### config.mk
export PLATFORM = sky130hd
export DESIGN_NAME = clock_divider_flat
export DESIGN_NICKNAME = d
export VERILOG_FILES = /design/src/rtl/clock_divider_pkg.sv /design/src/rtl/clock_divider_if.sv /design/src/rtl/clock_divider_debouncer.sv /design/src/rtl/clock_divider.sv /design/src/flat_wrapper.sv
export SDC_FILE = /design/constraint.sdc
export NUM_CORES = 1
export LEC_CHECK = 0
export BUFFER_PORTS_ARGS = -buffer_cell sky130_fd_sc_hd__buf_2
export CELL_PAD_IN_SITES_DETAIL_PLACEMENT = 0
export CELL_PAD_IN_SITES_GLOBAL_PLACEMENT = 1
export CORE_UTILIZATION = 45
export CTS_CLUSTER_DIAMETER = 120
export DETAILED_ROUTE_END_ITERATION = 12
export MAX_ROUTING_LAYER = met4
export PLACE_DENSITY = 0.82
export SLEW_MARGIN = 0
export SYNTH_ARGS = -nofsm -noshare
export SYNTH_HDL_FRONTEND = slang
export SYNTH_SLANG_ARGS = --single-unit
### constraint.sdc
create_clock -name MasterClock -period 2.2 [get_ports MasterClock]
set_clock_uncertainty 0.05 [all_clocks]
set_input_delay 0.33 -clock MasterClock [delete_from_list [all_inputs] [get_ports MasterClock]]
set_output_delay 0.33 -clock MasterClock [all_outputs]
set_load 0.05 [all_outputs]
### src/rtl/clock_divider_pkg.sv
// Shared constants for the clock divider / button front end: button bit
// indices, default divide and debounce constants, and a counter-width helper.
// No logic, no ports.
package clock_divider_pkg;

  localparam int NUM_BUTTONS = 5;

  // Bit positions within the Buttons / Pressed / PressedPulse vectors.
  localparam int BTN_LEFT   = 0;
  localparam int BTN_RIGHT  = 1;
  localparam int BTN_UP     = 2;
  localparam int BTN_DOWN   = 3;
  localparam int BTN_CENTER = 4;

  typedef logic [NUM_BUTTONS-1:0] buttons_t;

  // Defaults tuned for a 100 MHz master clock.
  localparam int DEF_MASTER_HZ       = 100_000_000;
  localparam int DEF_CLOCK_DIV       = 4;
  localparam int DEF_FAST_DIV        = 131072;      // ~763 Hz display refresh
  localparam int DEF_GAME_DIV        = 25_000_000;  // 4 Hz game step
  localparam int DEF_DEBOUNCE_CYCLES = 1_000_000;   // 10 ms

  // Bits needed to hold 0..n-1; never returns zero so a divide-by-2 or a
  // minimal debounce window still gets a real (1-bit) counter.
  function automatic int cnt_width(input int n);
    return (n <= 1) ? 1 : $clog2(n);
  endfunction

endpackage

### src/rtl/clock_divider_if.sv
// Bundle of the button inputs and the divided-clock / debounced outputs.
// slave: seen by clock_divider (Buttons in, everything else out).
// master: seen by the surrounding logic or a bench (drives Buttons).
interface clock_divider_if;
  import clock_divider_pkg::*;

  buttons_t Buttons;       // raw asynchronous buttons
  logic     Clock;         // MasterClock / CLOCK_DIV
  logic     fastClock;     // MasterClock / FAST_DIV
  logic     gameClock;     // MasterClock / GAME_DIV
  buttons_t Pressed;       // debounced levels
  buttons_t PressedPulse;  // one-cycle strobe per debounced press

  modport slave (
    input  Buttons,
    output Clock, fastClock, gameClock, Pressed, PressedPulse
  );

  modport master (
    output Buttons,
    input  Clock, fastClock, gameClock, Pressed, PressedPulse
  );

endinterface

### src/rtl/clock_divider_debouncer.sv
// One-button debouncer: 2-flop synchronizer, stability counter, level, press strobe.
// Latency: clean raw edge to pressed change is 2 + DEBOUNCE_CYCLES clk cycles.
// Backpressure: none; free-running, raw is sampled every cycle.
// Ports: clk, rst_n (async active-low), raw (async button), pressed (level),
//        pulse (high for the single cycle in which pressed goes 0->1).
module debouncer
  import clock_divider_pkg::*;
#(
  parameter int DEBOUNCE_CYCLES = DEF_DEBOUNCE_CYCLES
) (
  input  logic clk,
  input  logic rst_n,
  input  logic raw,
  output logic pressed,
  output logic pulse
);

  localparam int CNT_W = cnt_width(DEBOUNCE_CYCLES);
  localparam logic [CNT_W-1:0] CNT_LAST = CNT_W'(DEBOUNCE_CYCLES - 1);

  logic             sync_meta;
  logic             sync;
  logic [CNT_W-1:0] cnt;

  always_ff @(posedge clk or negedge rst_n) begin
    if (!rst_n) begin
      sync_meta <= 1'b0;
      sync      <= 1'b0;
      cnt       <= '0;
      pressed   <= 1'b0;
      pulse     <= 1'b0;
    end else begin
      sync_meta <= raw;
      sync      <= sync_meta;
      pulse     <= 1'b0;
      if (sync == pressed) begin
        // Agreement (or a glitch ending early) throws away partial progress.
        cnt <= '0;
      end else if (cnt == CNT_LAST) begin
        // Disagreement has lasted DEBOUNCE_CYCLES cycles: accept it.
        cnt     <= '0;
        pressed <= sync;
        pulse   <= sync;  // strobe only on a press, never on a release
      end else begin
        cnt <= cnt + 1'b1;
      end
    end
  end

endmodule

### src/rtl/clock_divider.sv
// Three independent 50%-duty clock dividers plus five debounced buttons.
// Latency: divided outputs first rise on edge DIV/2 after reset; buttons 2+DEBOUNCE_CYCLES.
// Backpressure: none; all outputs are free-running registered signals.
// Ports: MasterClock (sole clock), ResetN (async active-low), io (slave modport:
//        Buttons in; Clock, fastClock, gameClock, Pressed, PressedPulse out).
module clock_divider
  import clock_divider_pkg::*;
#(
  parameter int MASTER_HZ       = DEF_MASTER_HZ,  // nominal, informational
  parameter int CLOCK_DIV       = DEF_CLOCK_DIV,
  parameter int FAST_DIV        = DEF_FAST_DIV,
  parameter int GAME_DIV        = DEF_GAME_DIV,
  parameter int DEBOUNCE_CYCLES = DEF_DEBOUNCE_CYCLES
) (
  input  logic            MasterClock,
  input  logic            ResetN,
  clock_divider_if.slave  io
);

  // Reject divide ratios that cannot give a 50% duty output.
  if (MASTER_HZ < 1 || CLOCK_DIV < 2 || (CLOCK_DIV % 2) != 0 ||
      FAST_DIV < 2 || (FAST_DIV % 2) != 0 ||
      GAME_DIV < 2 || (GAME_DIV % 2) != 0 || DEBOUNCE_CYCLES < 2) begin : g_bad_params
    $error("clock_divider: illegal parameter set");
  end

  // ---------------- Clock: MasterClock / CLOCK_DIV ----------------
  localparam int CLK_HALF = CLOCK_DIV / 2;
  localparam int CLK_W    = cnt_width(CLK_HALF);
  localparam logic [CLK_W-1:0] CLK_LAST = CLK_W'(CLK_HALF - 1);

  logic [CLK_W-1:0] clk_cnt;
  logic             clk_q;

  always_ff @(posedge MasterClock or negedge ResetN) begin
    if (!ResetN) begin
      clk_cnt <= '0;
      clk_q   <= 1'b0;
    end else if (clk_cnt == CLK_LAST) begin
      clk_cnt <= '0;
      clk_q   <= ~clk_q;
    end else begin
      clk_cnt <= clk_cnt + 1'b1;
    end
  end

  // ---------------- fastClock: MasterClock / FAST_DIV ----------------
  localparam int FAST_HALF = FAST_DIV / 2;
  localparam int FAST_W    = cnt_width(FAST_HALF);
  localparam logic [FAST_W-1:0] FAST_LAST = FAST_W'(FAST_HALF - 1);

  logic [FAST_W-1:0] fast_cnt;
  logic              fast_q;

  always_ff @(posedge MasterClock or negedge ResetN) begin
    if (!ResetN) begin
      fast_cnt <= '0;
      fast_q   <= 1'b0;
    end else if (fast_cnt == FAST_LAST) begin
      fast_cnt <= '0;
      fast_q   <= ~fast_q;
    end else begin
      fast_cnt <= fast_cnt + 1'b1;
    end
  end

  // ---------------- gameClock: MasterClock / GAME_DIV ----------------
  localparam int GAME_HALF = GAME_DIV / 2;
  localparam int GAME_W    = cnt_width(GAME_HALF);
  localparam logic [GAME_W-1:0] GAME_LAST = GAME_W'(GAME_HALF - 1);

  logic [GAME_W-1:0] game_cnt;
  logic              game_q;

  always_ff @(posedge MasterClock or negedge ResetN) begin
    if (!ResetN) begin
      game_cnt <= '0;
      game_q   <= 1'b0;
    end else if (game_cnt == GAME_LAST) begin
      game_cnt <= '0;
      game_q   <= ~game_q;
    end else begin
      game_cnt <= game_cnt + 1'b1;
    end
  end

  assign io.Clock     = clk_q;
  assign io.fastClock = fast_q;
  assign io.gameClock = game_q;

  // ---------------- Buttons: one debouncer each ----------------
  buttons_t pressed;
  buttons_t pulse;

  for (genvar b = 0; b < NUM_BUTTONS; b++) begin : g_btn
    debouncer #(
      .DEBOUNCE_CYCLES (DEBOUNCE_CYCLES)
    ) u_debouncer (
      .clk     (MasterClock),
      .rst_n   (ResetN),
      .raw     (io.Buttons[b]),
      .pressed (pressed[b]),
      .pulse   (pulse[b])
    );
  end

  assign io.Pressed      = pressed;
  assign io.PressedPulse = pulse;

endmodule

### src/flat_wrapper.sv
// flat-port wrapper written by rule: the top's interface ports become plain ports
module clock_divider_flat import clock_divider_pkg::*;
#(
  parameter int MASTER_HZ       = DEF_MASTER_HZ,                           
  parameter int CLOCK_DIV       = DEF_CLOCK_DIV,
  parameter int FAST_DIV        = DEF_FAST_DIV,
  parameter int GAME_DIV        = DEF_GAME_DIV,
  parameter int DEBOUNCE_CYCLES = DEF_DEBOUNCE_CYCLES
)
  (MasterClock, ResetN, io_Buttons, io_Clock, io_fastClock, io_gameClock, io_Pressed, io_PressedPulse);
  clock_divider_if io_i ();
  input  logic MasterClock;
  input  logic ResetN;
  input wire logic [$bits(io_i.Buttons)-1:0] io_Buttons;
  output wire logic [$bits(io_i.Clock)-1:0] io_Clock;
  output wire logic [$bits(io_i.fastClock)-1:0] io_fastClock;
  output wire logic [$bits(io_i.gameClock)-1:0] io_gameClock;
  output wire logic [$bits(io_i.Pressed)-1:0] io_Pressed;
  output wire logic [$bits(io_i.PressedPulse)-1:0] io_PressedPulse;
  assign io_i.Buttons = io_Buttons;
  assign io_Clock = io_i.Clock;
  assign io_fastClock = io_i.fastClock;
  assign io_gameClock = io_i.gameClock;
  assign io_Pressed = io_i.Pressed;
  assign io_PressedPulse = io_i.PressedPulse;
  clock_divider #(.MASTER_HZ(MASTER_HZ), .CLOCK_DIV(CLOCK_DIV), .FAST_DIV(FAST_DIV), .GAME_DIV(GAME_DIV), .DEBOUNCE_CYCLES(DEBOUNCE_CYCLES)) u_core (.MasterClock(MasterClock), .ResetN(ResetN), .io(io_i));
endmodule
==> impl_results.md <==
- P per Cell Area: 698 nW/µm²
- P_leak: 3.77 nW
- Multiplexer area fraction after synthesis: 0.00743
- Final setup violation count: 0
- Peak Freq: roughly 0.52 GHz
- Clock Latency Late Sink: approximately 0.42 ns
- Max cap viols: 0
- Die H: between 100 and 150 µm
- CP endpoint kind: flip-flop
- First-pass iteration count of the detailed router: 4
- NetSw: ~1.3 mW
- Drt first-iter violations: 347
- Routed len/inst: approximately 13 µm
- Crit path required time: 2.44 ns
- Final instance area: roughly 8500 µm²
- Synth cell types: 43
- Final ANT Viol Nets: 0
- Fin. Hold Viols: 0
- Initial antenna violation count: 0
- Row Count: 47
- Starting Density: 0.458
- Residual DRC: 0
- CTS clk-pin slew, worst paths: about 0.060 ns
- Post-synthesis xor/xnor area fraction: 0.149
- Dpl cells: 954
- Ant diodes: 0
- Final cycle utilization of the critical path: 0.871
- Rel. slew slack: 0.643
- Internal power: 4.67 mW
- Finished Layout Cells: 990
- CTS Buf Count: 17
- CTS max path bufs: 2
- Crit Path Max Fanout: 11
- Maximum vdd drop: between 0.5 and 0.6 mV
- Setup TNS Final: 0 ns
- Post-synthesis cell count: 725
- Post-synth top area share: 0.542
- Drt via density: ~5.2
- Worst-margin pin slew: approximately 0.53 ns
- Buffers on Ports: 19
- Clock Sinks: about 160
- Final Wtd Congestion: about 0.9
- First-pass GRT wire length: between 20 and 25 mm
- Synthesized area: 7570 µm²
- RSZ-0062 raised after global routing: false
- Switching Share: 0.213
- Die X: ~130 µm
- Crit path kind: reg -> reg
- Hold Path Class: reg -> reg
- Core ar.: roughly 17000 µm²
- Ys async rst share: 1.00
- Synth Warn #: 0
- Area Overhead vs Synth: 12.2%
- Place WS: approximately 0.27 ns
- Nets@finish: just under 800
- Largest family of logic cells by synthesized area: simple AND/OR/NAND/NOR gates
- Syn_nets: approximately 740
- Adder-cell share of the synthesized area: 0.0116
- Number of global-route vias before repair: between 5000 and 6000
- Seq pwr share: 0.520
- H-tree Lvls: 4
- Number of enable flip-flop cells after synthesis: 0
- Synth Flop Type: dfrtp_1
- Worst setup SP type: flip-flop
- GRT Residual Overflow: 0
- GRT Total Usage: 0.172
- Dpl cell area: approximately 7900 µm²
- Fin. max-slew vios: 0
- Comb power frac: 0.027
- Share of cells above drive strength 1: 0.108
- Sequential share of the synthesized area: 0.542
- DRT Wirelength: between 10 and 15 mm
- Register bit count reported by yosys: 164
- I/O pin count: 20
- Die ar.: roughly 17000 µm²
- Synth Area per Inst: about 10 µm²
- Clock power frac: 0.453
- Synth area leader: dfrtp_1
- Synth Area in Compound Gates: 0.00529
- Status: complete, no violations
- WP data arrival: approximately 2.2 ns
- Synthesized-area fraction occupied by and/or/nand/nor cells: 0.259
- Root Driver: clkbuf_16
- Detailed placement HPWL: 8.90 mm
- Largest net degree at the start of global routing: 51
- Main area contributors after synthesis: dfrtp_1 (54%), xor2_1 (9.1%), nor2_1 (6.9%), xnor2_1 (5.6%), nand3_1 (3.8%)
- CTS tree: done
- DR vias: a little over 5000
- Setup ws final: 0.284 ns
- Post-route minimum period: 1.92 ns
[layer usage]
layer	global-route usage	share of wire	vias to the layer above
li1	-	-	2499
met1	0.217	0.48	2546
met2	0.265	0.48	55
met3	0.0473	0.026	16
met4	0.0665	0.016	0
met5	-	0	-
[worst paths after layout]
path	cells past startpoint	startpoint	end	slack, ns
max	6	u_core.game_cnt[0]	u_core.game_cnt[21]	0.28
min	0	u_core.g_btn[0].u_debouncer.sync_meta	u_core.g_btn[0].u_debouncer.sync	0.30
max reg2reg	6	u_core.game_cnt[0]	u_core.game_cnt[21]	0.28
min reg2reg	0	u_core.g_btn[0].u_debouncer.sync_meta	u_core.g_btn[0].u_debouncer.sync	0.30
max in group asynchronous	3	ResetN	u_core.game_cnt[0]	1.07
min in group asynchronous	2	ResetN	u_core.g_btn[4].u_debouncer.cnt[13]	0.37
[cells in the mapped netlist, drive strengths merged, types with 2 or more instances]
| cell | n |
|---|---|
| buf | 19 |
| nor2 | 140 |
| xor2 | 80 |
| nand3b | 5 |
| and4 | 8 |
| nand4 | 27 |
| nand4b | 3 |
| nor3 | 17 |
| o21ai | 4 |
| xnor2 | 48 |
| or4 | 2 |
| nor4 | 16 |
| ha | 7 |
| nor4b | 7 |
| nand2b | 3 |
| mux2 | 5 |
| dfrtp | 164 |
| clkbuf | 3 |
| and2 | 2 |
| or2 | 8 |
| nor2b | 3 |
| inv | 8 |
| and3 | 21 |
| nor3b | 5 |
| nand2 | 56 |
| nand3 | 58 |
[final cells by class]
type                            instances  area, µm²
Sequential cell                       164       4100
Fill cell                            1462       8030
Clock inverter                          9       82.6
Multi-Input combinational cell        531       3280
Tap cell                              220        275
Clock buffer                           21        450
Inverter                                8       30.0
Timing Repair Buffer                   37        277
[metrics by stage]
| stage | power, mW | utilization | hold WS, ns |
|---|---|---|---|
| final | 5.93 | 0.514 | 0.298 |
| after global routing | 6.17 | 0.514 | 0.313 |
| after detailed placement | 3.29 | 0.478 | 0.256 |
| after CTS | 6.02 | 0.514 | 0.302 |
| after floorplan | 3.20 | - | -0.0156 |
| after global placement | 3.29 | 0.478 | 0.244 |
[flip-flops by register name, summed over array words and instances (netlist names)]
signal,cells
u_core.g_btn.u_debouncer.sync_meta,5
u_core.io.Clock,1
u_core.g_btn.u_debouncer.pressed,5
u_core.g_btn.u_debouncer.cnt,100
u_core.g_btn.u_debouncer.sync,5
u_core.g_btn.u_debouncer.pulse,5
u_core.io.fastClock,1
u_core.game_cnt,24
u_core.clk_cnt,1
u_core.io.gameClock,1
u_core.fast_cnt,16
[power by group through the flow]
| stage | clock network [mW] | logic, mW | registers, mW |
|---|---|---|---|
| floorplan | 0 | 0.0725 | 3.13 |
| global placement | 0 | 0.153 | 3.13 |
| detailed placement | 0 | 0.158 | 3.14 |
| CTS | 2.77 | 0.168 | 3.08 |
| global route | 2.90 | 0.190 | 3.09 |
| finish | 2.69 | 0.160 | 3.08 |
[cell families after synthesis]
group                      after synthesis
AOI/OAI and AO/OA                        7
xor gates and xnor gates               128
adders and majority gates                7
buffers and inverters                   30
DFF                                    164
muxes                                    5
and+or+nand+nor                        384
[cells in the final DEF, fill, tap and decap left out, types with 2 or more instances in the layout]
| cell type | count |
|---|---|
| dfrtp_1 | 164 |
| nor2_1 | 139 |
| xor2_1 | 79 |
| nand3_1 | 58 |
| nand2_1 | 55 |
| xnor2_1 | 48 |
| nand4_1 | 26 |
| and3_1 | 21 |
| buf_2 | 18 |
| nor3_1 | 17 |
| clkbuf_16 | 17 |
| nor4_1 | 10 |
| buf_4 | 10 |
| inv_1 | 8 |
| and4_1 | 8 |
| or2_2 | 7 |
| ha_1 | 7 |
| nor4b_1 | 6 |
| dlygate4sd3_1 | 6 |
| nand3b_1 | 5 |
| nor4_2 | 5 |
| nor3b_1 | 5 |
| mux2_2 | 5 |
| o21ai_0 | 4 |
| clkinv_2 | 4 |
| nand2b_1 | 3 |
| nor2b_1 | 3 |
| nand4b_1 | 3 |
| clkbuf_1 | 3 |
| or4_4 | 2 |
| and2_1 | 2 |
| clkinvlp_4 | 2 |
| buf_12 | 2 |
[critical path, stage by stage (launching register included)]
cell      delay, ns
dfrtp_1        0.39
ha_1           0.22
nand4_1        0.29
nor4_4         0.39
buf_4          0.23
nand3b_1       0.12
o21ai_0        0.10
[timing repair]
action	CTS	global route
hold buffers	6	0
buffers inserted	0	0
gates resized for setup	0	0
hold endpoints to repair	52	0
Power figures use the tool's default switching activity.
